**src/rtl/reservation_station_pkg.sv**
```systemverilog
// Shared opcode encodings, station entry layout and the broadcast snoop helper.
package reservation_station_pkg;

  localparam int TAG_W = 3;

  localparam logic [4:0] ADD   = 5'h00;
  localparam logic [4:0] SUB   = 5'h01;
  localparam logic [4:0] SLL   = 5'h02;
  localparam logic [4:0] SLT   = 5'h03;
  localparam logic [4:0] SLTU  = 5'h04;
  localparam logic [4:0] XOR   = 5'h05;
  localparam logic [4:0] SRL   = 5'h06;
  localparam logic [4:0] SRA   = 5'h07;
  localparam logic [4:0] OR    = 5'h08;
  localparam logic [4:0] AND   = 5'h09;
  localparam logic [4:0] BEQ   = 5'h0a;
  localparam logic [4:0] BNE   = 5'h0b;
  localparam logic [4:0] BLT   = 5'h0c;
  localparam logic [4:0] BGE   = 5'h0d;
  localparam logic [4:0] BLTU  = 5'h0e;
  localparam logic [4:0] BGEU  = 5'h0f;
  localparam logic [4:0] JALR  = 5'h10;
  localparam logic [4:0] LUI   = 5'h11;
  localparam logic [4:0] LB    = 5'h12;
  localparam logic [4:0] LH    = 5'h13;
  localparam logic [4:0] LW    = 5'h14;
  localparam logic [4:0] LBU   = 5'h15;
  localparam logic [4:0] LHU   = 5'h16;
  localparam logic [4:0] SB    = 5'h17;
  localparam logic [4:0] SH    = 5'h18;
  localparam logic [4:0] SW    = 5'h19;
  localparam logic [4:0] AUIPC = 5'h1a;
  localparam logic [4:0] JAL   = 5'h1b;
  localparam logic [4:0] JAL_C = 5'h1c;
  localparam logic [4:0] NOP   = 5'h1f;

  typedef struct packed {
    logic             valid;
    logic [4:0]       op;
    logic [31:0]      vj;
    logic [31:0]      vk;
    logic [TAG_W-1:0] qj;
    logic [TAG_W-1:0] qk;
    logic [31:0]      imm;
    logic [TAG_W-1:0] tag;
    logic             br;
  } rs_entry_t;

  // Returns {q, v}; ALU broadcast wins over memory when both carry the awaited tag.
  function automatic logic [TAG_W+31:0] snoop(
    input logic [TAG_W-1:0] q,     input logic [31:0] v,
    input logic [TAG_W-1:0] a_num, input logic [31:0] a_val,
    input logic [TAG_W-1:0] m_num, input logic [31:0] m_val);
    if (q != '0 && q == a_num)      return {{TAG_W{1'b0}}, a_val};
    else if (q != '0 && q == m_num) return {{TAG_W{1'b0}}, m_val};
    else                            return {q, v};
  endfunction

endpackage

```
**src/rtl/reservation_station_if.sv**
```systemverilog
// ROB issue side, memory broadcast and ALU result bus of the reservation station.
interface reservation_station_if;
  import reservation_station_pkg::*;

  logic             flush;
  logic [4:0]       op_in;
  logic [31:0]      value1_in;
  logic [31:0]      value2_in;
  logic [TAG_W-1:0] query1_in;
  logic [TAG_W-1:0] query2_in;
  logic [31:0]      imm_in;
  logic [TAG_W-1:0] target_in;
  logic             is_branch_in;
  logic [TAG_W-1:0] mem_num;
  logic [31:0]      mem_value;
  logic             rs_full;
  logic [TAG_W-1:0] alu_num;
  logic [31:0]      alu_value;
  logic             is_branch;

  modport master (
    output flush, op_in, value1_in, value2_in, query1_in, query2_in, imm_in,
           target_in, is_branch_in, mem_num, mem_value,
    input  rs_full, alu_num, alu_value, is_branch
  );

  modport slave (
    input  flush, op_in, value1_in, value2_in, query1_in, query2_in, imm_in,
           target_in, is_branch_in, mem_num, mem_value,
    output rs_full, alu_num, alu_value, is_branch
  );
endinterface

```
**src/rtl/reservation_station_alu.sv**
```systemverilog
// rs_alu: purely combinational integer/branch/JALR evaluation for one op.
module rs_alu
  import reservation_station_pkg::*;
(
  input  logic [4:0]  op,
  input  logic [31:0] a,
  input  logic [31:0] b,
  input  logic [31:0] imm,
  output logic [31:0] value
);
  always_comb begin
    value = '0;
    case (op)
      ADD:  value = a + b;
      SUB:  value = a - b;
      SLL:  value = a << b[4:0];
      SLT:  value = {31'b0, $signed(a) < $signed(b)};
      SLTU: value = {31'b0, a < b};
      XOR:  value = a ^ b;
      SRL:  value = a >> b[4:0];
      SRA:  value = $signed(a) >>> b[4:0];
      OR:   value = a | b;
      AND:  value = a & b;
      BEQ:  value = {31'b0, a == b};
      BNE:  value = {31'b0, a != b};
      BLT:  value = {31'b0, $signed(a) < $signed(b)};
      BGE:  value = {31'b0, $signed(a) >= $signed(b)};
      BLTU: value = {31'b0, a < b};
      BGEU: value = {31'b0, a >= b};
      JALR: value = (a + imm) & ~32'd1;
      default: value = '0;
    endcase
  end
endmodule

```
**src/rtl/reservation_station.sv**
```systemverilog
// Reservation station: buffers ALU/branch/JALR ops, wakes operands, issues one per cycle.
// Build option RS_OLDEST_FIRST_EN: select the oldest ready entry instead of the lowest index.
module reservation_station
  import reservation_station_pkg::*;
#(
  parameter int DEPTH = 4
) (
  input logic                 clk,
  input logic                 rst_n,
  reservation_station_if.slave bus
);
  localparam int IDX_W = (DEPTH > 1) ? $clog2(DEPTH) : 1;

  rs_entry_t        ent_q [DEPTH];
  rs_entry_t        ent_d [DEPTH];
  rs_entry_t        sel_ent;
  logic [IDX_W-1:0] free_idx, sel_idx;
  logic             free_found, sel_found, issue_ok, rs_full_d;
  logic [31:0]      alu_res;
  int               n_valid;

  logic [TAG_W-1:0] alu_num_q;
  logic [31:0]      alu_value_q;
  logic             is_branch_q, rs_full_q;

`ifdef RS_OLDEST_FIRST_EN
  logic [2:0] age_q [DEPTH];
  logic [2:0] best_age;
`endif

  assign issue_ok = (bus.op_in != NOP) && !(bus.op_in >= LB && bus.op_in <= SW);

  always_comb begin
    free_found = 1'b0;
    free_idx   = '0;
    sel_found  = 1'b0;
    sel_idx    = '0;
`ifdef RS_OLDEST_FIRST_EN
    best_age   = '0;
`endif
    for (int i = 0; i < DEPTH; i++) begin
      if (!ent_q[i].valid && !free_found) begin
        free_found = 1'b1;
        free_idx   = IDX_W'(i);
      end
`ifdef RS_OLDEST_FIRST_EN
      if (ent_q[i].valid && ent_q[i].qj == '0 && ent_q[i].qk == '0 &&
          (!sel_found || age_q[i] > best_age)) begin
        sel_found = 1'b1;
        sel_idx   = IDX_W'(i);
        best_age  = age_q[i];
      end
`else
      if (ent_q[i].valid && ent_q[i].qj == '0 && ent_q[i].qk == '0 && !sel_found) begin
        sel_found = 1'b1;
        sel_idx   = IDX_W'(i);
      end
`endif
    end
  end

  assign sel_ent = ent_q[sel_idx];

  rs_alu u_alu (
    .op    (sel_ent.op),
    .a     (sel_ent.vj),
    .b     (sel_ent.vk),
    .imm   (sel_ent.imm),
    .value (alu_res)
  );

  // Entries are selected from pre-edge state, so a wakeup or issue this edge executes next cycle.
  always_comb begin
    n_valid = 0;
    for (int i = 0; i < DEPTH; i++) begin
      ent_d[i] = ent_q[i];
      if (ent_q[i].valid) begin
        {ent_d[i].qj, ent_d[i].vj} = snoop(ent_q[i].qj, ent_q[i].vj, alu_num_q, alu_value_q,
                                           bus.mem_num, bus.mem_value);
        {ent_d[i].qk, ent_d[i].vk} = snoop(ent_q[i].qk, ent_q[i].vk, alu_num_q, alu_value_q,
                                           bus.mem_num, bus.mem_value);
      end
    end
    if (sel_found) ent_d[sel_idx].valid = 1'b0;
    if (issue_ok && free_found) begin
      ent_d[free_idx].valid = 1'b1;
      ent_d[free_idx].op    = bus.op_in;
      {ent_d[free_idx].qj, ent_d[free_idx].vj} = snoop(bus.query1_in, bus.value1_in, alu_num_q,
                                                       alu_value_q, bus.mem_num, bus.mem_value);
      {ent_d[free_idx].qk, ent_d[free_idx].vk} = snoop(bus.query2_in, bus.value2_in, alu_num_q,
                                                       alu_value_q, bus.mem_num, bus.mem_value);
      ent_d[free_idx].imm   = bus.imm_in;
      ent_d[free_idx].tag   = bus.target_in;
      ent_d[free_idx].br    = bus.is_branch_in;
    end
    for (int i = 0; i < DEPTH; i++) n_valid = n_valid + int'(ent_d[i].valid);
    rs_full_d = (DEPTH - n_valid) <= 1;
  end

  always_ff @(posedge clk) begin
    if (!rst_n || bus.flush) begin
      for (int i = 0; i < DEPTH; i++) ent_q[i] <= '0;
      alu_num_q   <= '0;
      alu_value_q <= '0;
      is_branch_q <= 1'b0;
      rs_full_q   <= 1'b0;
    end else begin
      for (int i = 0; i < DEPTH; i++) ent_q[i] <= ent_d[i];
      rs_full_q <= rs_full_d;
      if (sel_found) begin
        alu_num_q   <= sel_ent.tag;
        alu_value_q <= alu_res;
        is_branch_q <= sel_ent.br;
      end else begin
        alu_num_q   <= '0;
        alu_value_q <= '0;
        is_branch_q <= 1'b0;
      end
    end
  end

`ifdef RS_OLDEST_FIRST_EN
  always_ff @(posedge clk) begin
    for (int i = 0; i < DEPTH; i++) begin
      if (!rst_n || bus.flush || (issue_ok && free_found && free_idx == IDX_W'(i)))
        age_q[i] <= '0;
      else if (ent_q[i].valid && age_q[i] != 3'd7)
        age_q[i] <= age_q[i] + 3'd1;
    end
  end
`endif

  assign bus.alu_num   = alu_num_q;
  assign bus.alu_value = alu_value_q;
  assign bus.is_branch = is_branch_q;
  assign bus.rs_full   = rs_full_q;
endmodule

```
**src/flat_wrapper.sv**
```systemverilog
// flat-port wrapper written by rule: the top's interface ports become plain ports
module reservation_station_flat import reservation_station_pkg::*;
#(
  parameter int DEPTH = 4
)
  (clk, rst_n, bus_flush, bus_op_in, bus_value1_in, bus_value2_in, bus_query1_in, bus_query2_in, bus_imm_in, bus_target_in, bus_is_branch_in, bus_mem_num, bus_mem_value, bus_rs_full, bus_alu_num, bus_alu_value, bus_is_branch);
  reservation_station_if bus_i ();
  input logic clk;
  input logic rst_n;
  input wire logic [$bits(bus_i.flush)-1:0] bus_flush;
  input wire logic [$bits(bus_i.op_in)-1:0] bus_op_in;
  input wire logic [$bits(bus_i.value1_in)-1:0] bus_value1_in;
  input wire logic [$bits(bus_i.value2_in)-1:0] bus_value2_in;
  input wire logic [$bits(bus_i.query1_in)-1:0] bus_query1_in;
  input wire logic [$bits(bus_i.query2_in)-1:0] bus_query2_in;
  input wire logic [$bits(bus_i.imm_in)-1:0] bus_imm_in;
  input wire logic [$bits(bus_i.target_in)-1:0] bus_target_in;
  input wire logic [$bits(bus_i.is_branch_in)-1:0] bus_is_branch_in;
  input wire logic [$bits(bus_i.mem_num)-1:0] bus_mem_num;
  input wire logic [$bits(bus_i.mem_value)-1:0] bus_mem_value;
  output wire logic [$bits(bus_i.rs_full)-1:0] bus_rs_full;
  output wire logic [$bits(bus_i.alu_num)-1:0] bus_alu_num;
  output wire logic [$bits(bus_i.alu_value)-1:0] bus_alu_value;
  output wire logic [$bits(bus_i.is_branch)-1:0] bus_is_branch;
  assign bus_i.flush = bus_flush;
  assign bus_i.op_in = bus_op_in;
  assign bus_i.value1_in = bus_value1_in;
  assign bus_i.value2_in = bus_value2_in;
  assign bus_i.query1_in = bus_query1_in;
  assign bus_i.query2_in = bus_query2_in;
  assign bus_i.imm_in = bus_imm_in;
  assign bus_i.target_in = bus_target_in;
  assign bus_i.is_branch_in = bus_is_branch_in;
  assign bus_i.mem_num = bus_mem_num;
  assign bus_i.mem_value = bus_mem_value;
  assign bus_rs_full = bus_i.rs_full;
  assign bus_alu_num = bus_i.alu_num;
  assign bus_alu_value = bus_i.alu_value;
  assign bus_is_branch = bus_i.is_branch;
  reservation_station #(.DEPTH(DEPTH)) u_core (.clk(clk), .rst_n(rst_n), .bus(bus_i));
endmodule
```
**config.mk**
```make
export PLATFORM = sky130hd
export DESIGN_NAME = reservation_station_flat
export DESIGN_NICKNAME = d
export VERILOG_FILES = /design/src/rtl/reservation_station_pkg.sv /design/src/rtl/reservation_station_if.sv /design/src/rtl/reservation_station_alu.sv /design/src/rtl/reservation_station.sv /design/src/flat_wrapper.sv
export SDC_FILE = /design/constraint.sdc
export NUM_CORES = 2
export LEC_CHECK = 0
export ABC_CLOCK_PERIOD_IN_PS = 11600
export BUFFER_PORTS_ARGS = -buffer_cell sky130_fd_sc_hd__buf_4
export CAP_MARGIN = 20
export CORE_MARGIN = 4
export CORE_UTILIZATION = 35
export DETAILED_ROUTE_END_ITERATION = 16
export GPL_ROUTABILITY_DRIVEN = 1
export HOLD_SLACK_MARGIN = 0.02
export PLACE_DENSITY = 0.47
export SLEW_MARGIN = 20
export SYNTH_ARGS = -nofsm -noshare
export SYNTH_HDL_FRONTEND = slang
export SYNTH_HIERARCHICAL = 1
export SYNTH_SLANG_ARGS = --single-unit
```
**constraint.sdc**
```tcl
create_clock -name clk -period 11.6 [get_ports clk]
set_input_delay 2.32 -clock clk [delete_from_list [all_inputs] [get_ports clk]]
set_output_delay 2.32 -clock clk [all_outputs]
set_load 0.02 [all_outputs]
```
Word-level counts from Yosys, hierarchy flattened
Memories as Yosys holds them, arrays and structs flattened.
Index checks and enable logic that the tools add are counted.
Cells by class
  div/mod/pow operators: 0
  $mul: 0
  shift-type cells: 3
  equal/unequal tests: 39
  muxes and demuxes: 80
  reduce and logical (&&, ||, !) cells: 72
  $add $sub $neg: 7
  $lt $le $gt $ge: 11
  bitwise gates (word level): 10
Operator list (number)
  448-bit bitwise mux: 10
  112-bit demux with 2-bit select: 10
  448-bit 2-to-1 mux: 2
  35-bit 2-to-1 mux: 22
  112-bit 2-to-1 mux: 6
  32-bit case mux with 15 select lines: 1
  70-bit 2-to-1 mux: 4
  111-bit 2-to-1 mux: 1
  106-bit 2-to-1 mux: 1
  74-bit 2-to-1 mux: 1
  32-bit by 2-bit adder with 32-bit output: 2
  32-bit adder: 2
  32-bit >= comparator: 2
  32-bit < comparator: 2
  3-bit equality test: 20
  42-bit 2-to-1 mux: 1
  5-bit by 4-bit equality test with 1-bit output (second input constant): 8
  1-bit logical AND: 39
  39-bit 2-to-1 mux: 1
  36-bit 2-to-1 mux: 1
  32-bit AND: 1
  32-bit equality test: 1
  32-bit by 2-bit <= comparator with 1-bit output (second input constant): 1
  32-bit != test: 1
  other kinds (29): 82
Storage, ports and cells
  input bits: 149
  word-level logic and storage cells: 227
  ROM bits: 0
  register bits after elaboration: 37
  bits in latches: 0
  memories: 1
  output and inout port bits: 37
  memory bits (writable): 448
Memories
  u_core.ent_q: words 4, width 112, read ports 5, clocked after Yosys merged registers in 0, wr ports 4, line reservation_station.sv:14  | rs_entry_t ent_q [DEPTH];

Depth between registers and ports, before layout
An unclocked memory read counts as a cell.
  depth after elaboration: 36
  gate-level depth with buffers: 24
  gate-level depth less buffers: 19

By module
The synthesis kept the hierarchy.
Modules (own cells, without submodules)
  reservation_station: sequential area each 9709.3 um^2, cells an instance 3456, area an instance 27292.4 um^2, instances 1
  rs_alu: sequential area each 0.0 um^2, cells an instance 1605, area an instance 10925.5 um^2, instances 1

Least setup slack after synthesis
OpenSTA, ideal clock, no wires.
  path type: reg2reg
  start: mem u_core/ent_q[1][36] (netlist name)
  end: reg u_core.alu_value_q[16] (netlist: u_core/bus.alu_value[16])
  setup time: 115 ps
  period minus slack after synthesis: 5063 ps
  cell stages (with the launch flop): 25
  arrival time: 4948 ps
  slack: 6537 ps
  data required time: 11485 ps
  path buffers: 7
  cells stage by stage: dfxtp_1 > buf_2 > nor4_1 > and3_1 > nor3_1 > clkbuf_1 > buf_2 > a222oi_1 > nand2_1 > buf_2 > inv_2 > buf_2 > clkbuf_1 > ha_1 > buf_6 > a21o_1 > o21ai_1 > a32oi_1 > a41oi_2 > nor3_1 > nor3_1 > o22ai_1 > a2111oi_0 > nand2_1 > and2_1
RTL lines
  start: declaration: line reservation_station.sv:14
  end signal: assignment: line reservation_station.sv:112  | alu_value_q <= alu_res;
  end: declaration: line reservation_station.sv:23  | logic [31:0] alu_value_q;

==> flow_summary.ini <==
[routing]
ant_nets = 0
dr.pass1.iters = 8
viasPerCell = 6.77
drt_iter0_drc = 5705
wl_per_cell_um = 31.7
num_vias = 42900
routed_wl_um = 201000
remaining_drc_errors = 0

[critical_path]
critPathArrivalTime_ns = 7.67
path_common_cell = buf_4
path_delay_family = compound AO/OA/AOI/OAI gates
cp-start-kind = flop
worst_setup_path_end_kind = flop
path_cells = nand3_1 > nor3_2 > buf_4 > buf_4 > a222oi_1 > nand2_4 > buf_4 > ha_1 > fa_1 > a21o_1 > o21ai_1 > a32oi_1 > a41oi_2 > o31ai_1 > a31oi_1 > xnor2_1 > a22oi_1 > o211ai_1 > and2_1
cpPeakStageDelay_ns = 0.97
cpMaxStageDelayCell = dfxtp_4
cp_max_fo = 75
required_ns = 12.19
cp_num_buf_inv = 3
critPathKind = flop to flop

[synthesis]
postSynthAreaPerCell_um2 = 7.55
yosys_warnings = 6
synth_edf_count = 0
synth.lib_cells_used.distinct = 106
yosysTopAreaCellShare_pct = 25.4
ys_top_cells_by_area = dfxtp_1, a21oi_1, nand2_1
yosys.area.top_type = dfxtp_1
seq_area_frac_synth_pct = 25.4
ys_seq_elements = 485
synth_nets = 5341
synthCells = 5061
synth_ff_type = dfxtp_1
async_flop_share_pct = 0
netlist_area_um2 = 38200

[layout]
syn2layout_area_growth_pct = 10.7
drive_above_1_share_pct = 12.7
instances_no_fill = 6337
diodes = 0
final_nets = 5161

[clock_tree]
clockBufferDepth = 3
cts_tree = done
cts-resized-gates = 0
cts.sinks = 485
cts_setup_buffers = 0
cts_root_buf = clkbuf_16
cts.hold.buffers_added = 0
path_clk_slew_ns = 0.07
worstSkewPairLatency_ns = 0.71
cts_max_level = 2
cts_made_buffers = 61

[floorplan]
die_area_um2 = 115000
initial_utilization_pct = 35.5
die_h_um = 338
io-pin-count = 186
die_w_um = 338
row_count = 120
core_area_um2 = 108000

[timing]
drv_slew = 0
timing.final.hold_violations = 0
fin_crit_ns = 7.09
fin_crit_sh_pct = 61.1
slew_headroom_pct = 20.9
fmax_mhz = 141
tns_ns = 0
rsz0062_at_grt = false
tightest_slew_ns = 1.17
fin_skew_ns = 0.0385
finalSetupViolations = 0

[outcome]
status = complete, no violations

[power_and_ir_drop]
power.switching_mw = 1.69
p_comb_share_pct = 23.4
p_leak_nw = 15.2
swShare_pct = 34.4
peakVddDrop_mv = 0.134
seq_power_share_pct = 34.9
finalPower_mw = 4.93
powerDensity_nw_per_um2 = 116
clkPwrFrac_pct = 41.7
internal_power_mw = 3.23

[min_path]
hold_class = flop to flop

[global_route]
grt_max_degree = 157
grt_pass1_wl_um = 288000
gr-total-overflow = 0
grt_usage_pct = 33.0
grt_pass1_vias = 40200
antenna_found_initial = 7

[placed_design]
dp_hpwl_um = 129000
routabilityCongestion = 1.00
portBuffers = 185
place_inst = 6220

[job]
maxCapViolCount = 0
worst register-to-register path, cell delays in order, from the launching register on:
cell and delay (ns):
dfxtp_4 0.97, nand3_1 0.51, nor3_2 0.31, buf_4 0.35
buf_4 0.59, a222oi_1 0.27, nand2_4 0.47, buf_4 0.52
ha_1 0.34, fa_1 0.24, a21o_1 0.15, o21ai_1 0.09
a32oi_1 0.40, a41oi_2 0.43, o31ai_1 0.57, a31oi_1 0.17
xnor2_1 0.16, a22oi_1 0.20, o211ai_1 0.11, and2_1 0.16
placed cells by master, fill, tap and decap left out, types with 103 or more instances in the layout:
cell | netlist | routed
nand2_1 | 690 | 678
a21oi_1 | 519 | 519
dfxtp_1 | 485 | 481
nor2_1 | 378 | 375
o211ai_1 | 299 | 299
buf_4 | 32 | 293
o32ai_1 | 165 | 165
inv_1 | 140 | 140
o21ai_0 | 139 | 139
ha_1 | 127 | 127
nand4_1 | 112 | 112
or3_1 | 105 | 105
a222oi_1 | 103 | 103
power groups by stage:
| stage | clock [mW] | combinational, mW | sequential [mW] |
|---|---|---|---|
| 4_1_cts | 2.08 | 1.12 | 1.72 |
| 3_5_place_dp | 0 | 1.11 | 1.76 |
| 3_3_place_gp | 0 | 1.12 | 1.76 |
| 6_report | 2.05 | 1.15 | 1.72 |
| 5_1_grt | 2.14 | 1.21 | 1.72 |
| 2_1_floorplan | 0 | 0.700 | 1.75 |
registers in the layout, indices dropped and copies added (netlist names):
register and flops:
u_core/ent_q 448, u_core/bus.is_branch 1, u_core/bus.alu_value 32, u_core/bus.alu_num 3, u_core/bus.rs_full 1
through the flow:
step	utilization (%)	hold slack, ns	worst slack (ns)	instance area (µm²)
floorplan	-	0.436	6.54	38200
global placement	37.2	0.441	4.64	40200
detailed placement	37.3	0.446	4.61	40200
CTS	39.2	0.453	4.56	42300
global route	39.2	0.468	4.09	42300
finish	39.2	0.453	4.51	42300
routing by layer:
layer	part of all wire (%)	GRT usage [%]
met2	43	49.9
met1	41	44.5
met5	0.013	0
met4	5.7	16.4
met3	10	7.09
worst paths after layout:
kind                         from                        to  slack (ns)  cells past startpoint
max          u_core/ent_q[2][111]  u_core/bus.alu_value[24]        4.51                     19
max reg2reg  u_core/ent_q[2][111]  u_core/bus.alu_value[24]        4.51                     19
min           u_core/ent_q[3][23]       u_core/ent_q[3][23]        0.45                      2
min reg2reg   u_core/ent_q[3][23]       u_core/ent_q[3][23]        0.45                      2
kinds of logic (layout without fill, tap and decap cells):
family / Yosys count / after routing / synth area share, %
adder cells (fa/ha/maj): 131 / 131 / 4.37
AND/OR/NAND/NOR: 1688 / 1688 / 20.7
multiplexers: 108 / 108 / 4.16
flip-flops: 485 / 485 / 25.4
AO/OA/AOI/OAI: 1875 / 1875 / 35.6
buffers and inverters: 688 / 561 / 7.81
XOR/XNOR: 86 / 86 / 1.97
cell usage after synthesis, types with 23 or more instances:
cell type / count
a211o_1: 77
a211oi_1: 37
a21o_1: 31
a21oi_1: 519
a222oi_1: 103
and2_1: 43
buf_2: 136
buf_4: 32
clkbuf_1: 335
dfxtp_1: 485
ha_1: 127
inv_1: 140
mux2i_1: 53
mux4_2: 39
nand2_1: 690
nand2b_1: 27
nand3_1: 76
nand3b_1: 69
nand4_1: 112
nor2_1: 378
nor2b_1: 23
nor3_1: 51
nor4_1: 49
o2111ai_1: 43
o211ai_1: 299
o211ai_2: 60
o21ai_0: 139
o21ai_1: 71
o21bai_1: 28
o32ai_1: 165
o41ai_1: 67
or3_1: 105
xnor2_1: 40
xor2_1: 46
cell type report:
| type | count | area, µm² |
|---|---|---|
| Fill cell | 11300 | 65500 |
| Multi-Input combinational cell | 3888 | 25900 |
| Sequential cell | 485 | 9720 |
| Timing Repair Buffer | 296 | 2260 |
| Clock buffer | 94 | 1880 |
| Tap cell | 1403 | 1760 |
| Inverter | 149 | 559 |
| Clock inverter | 22 | 246 |
Power figures use the tool's default switching activity.
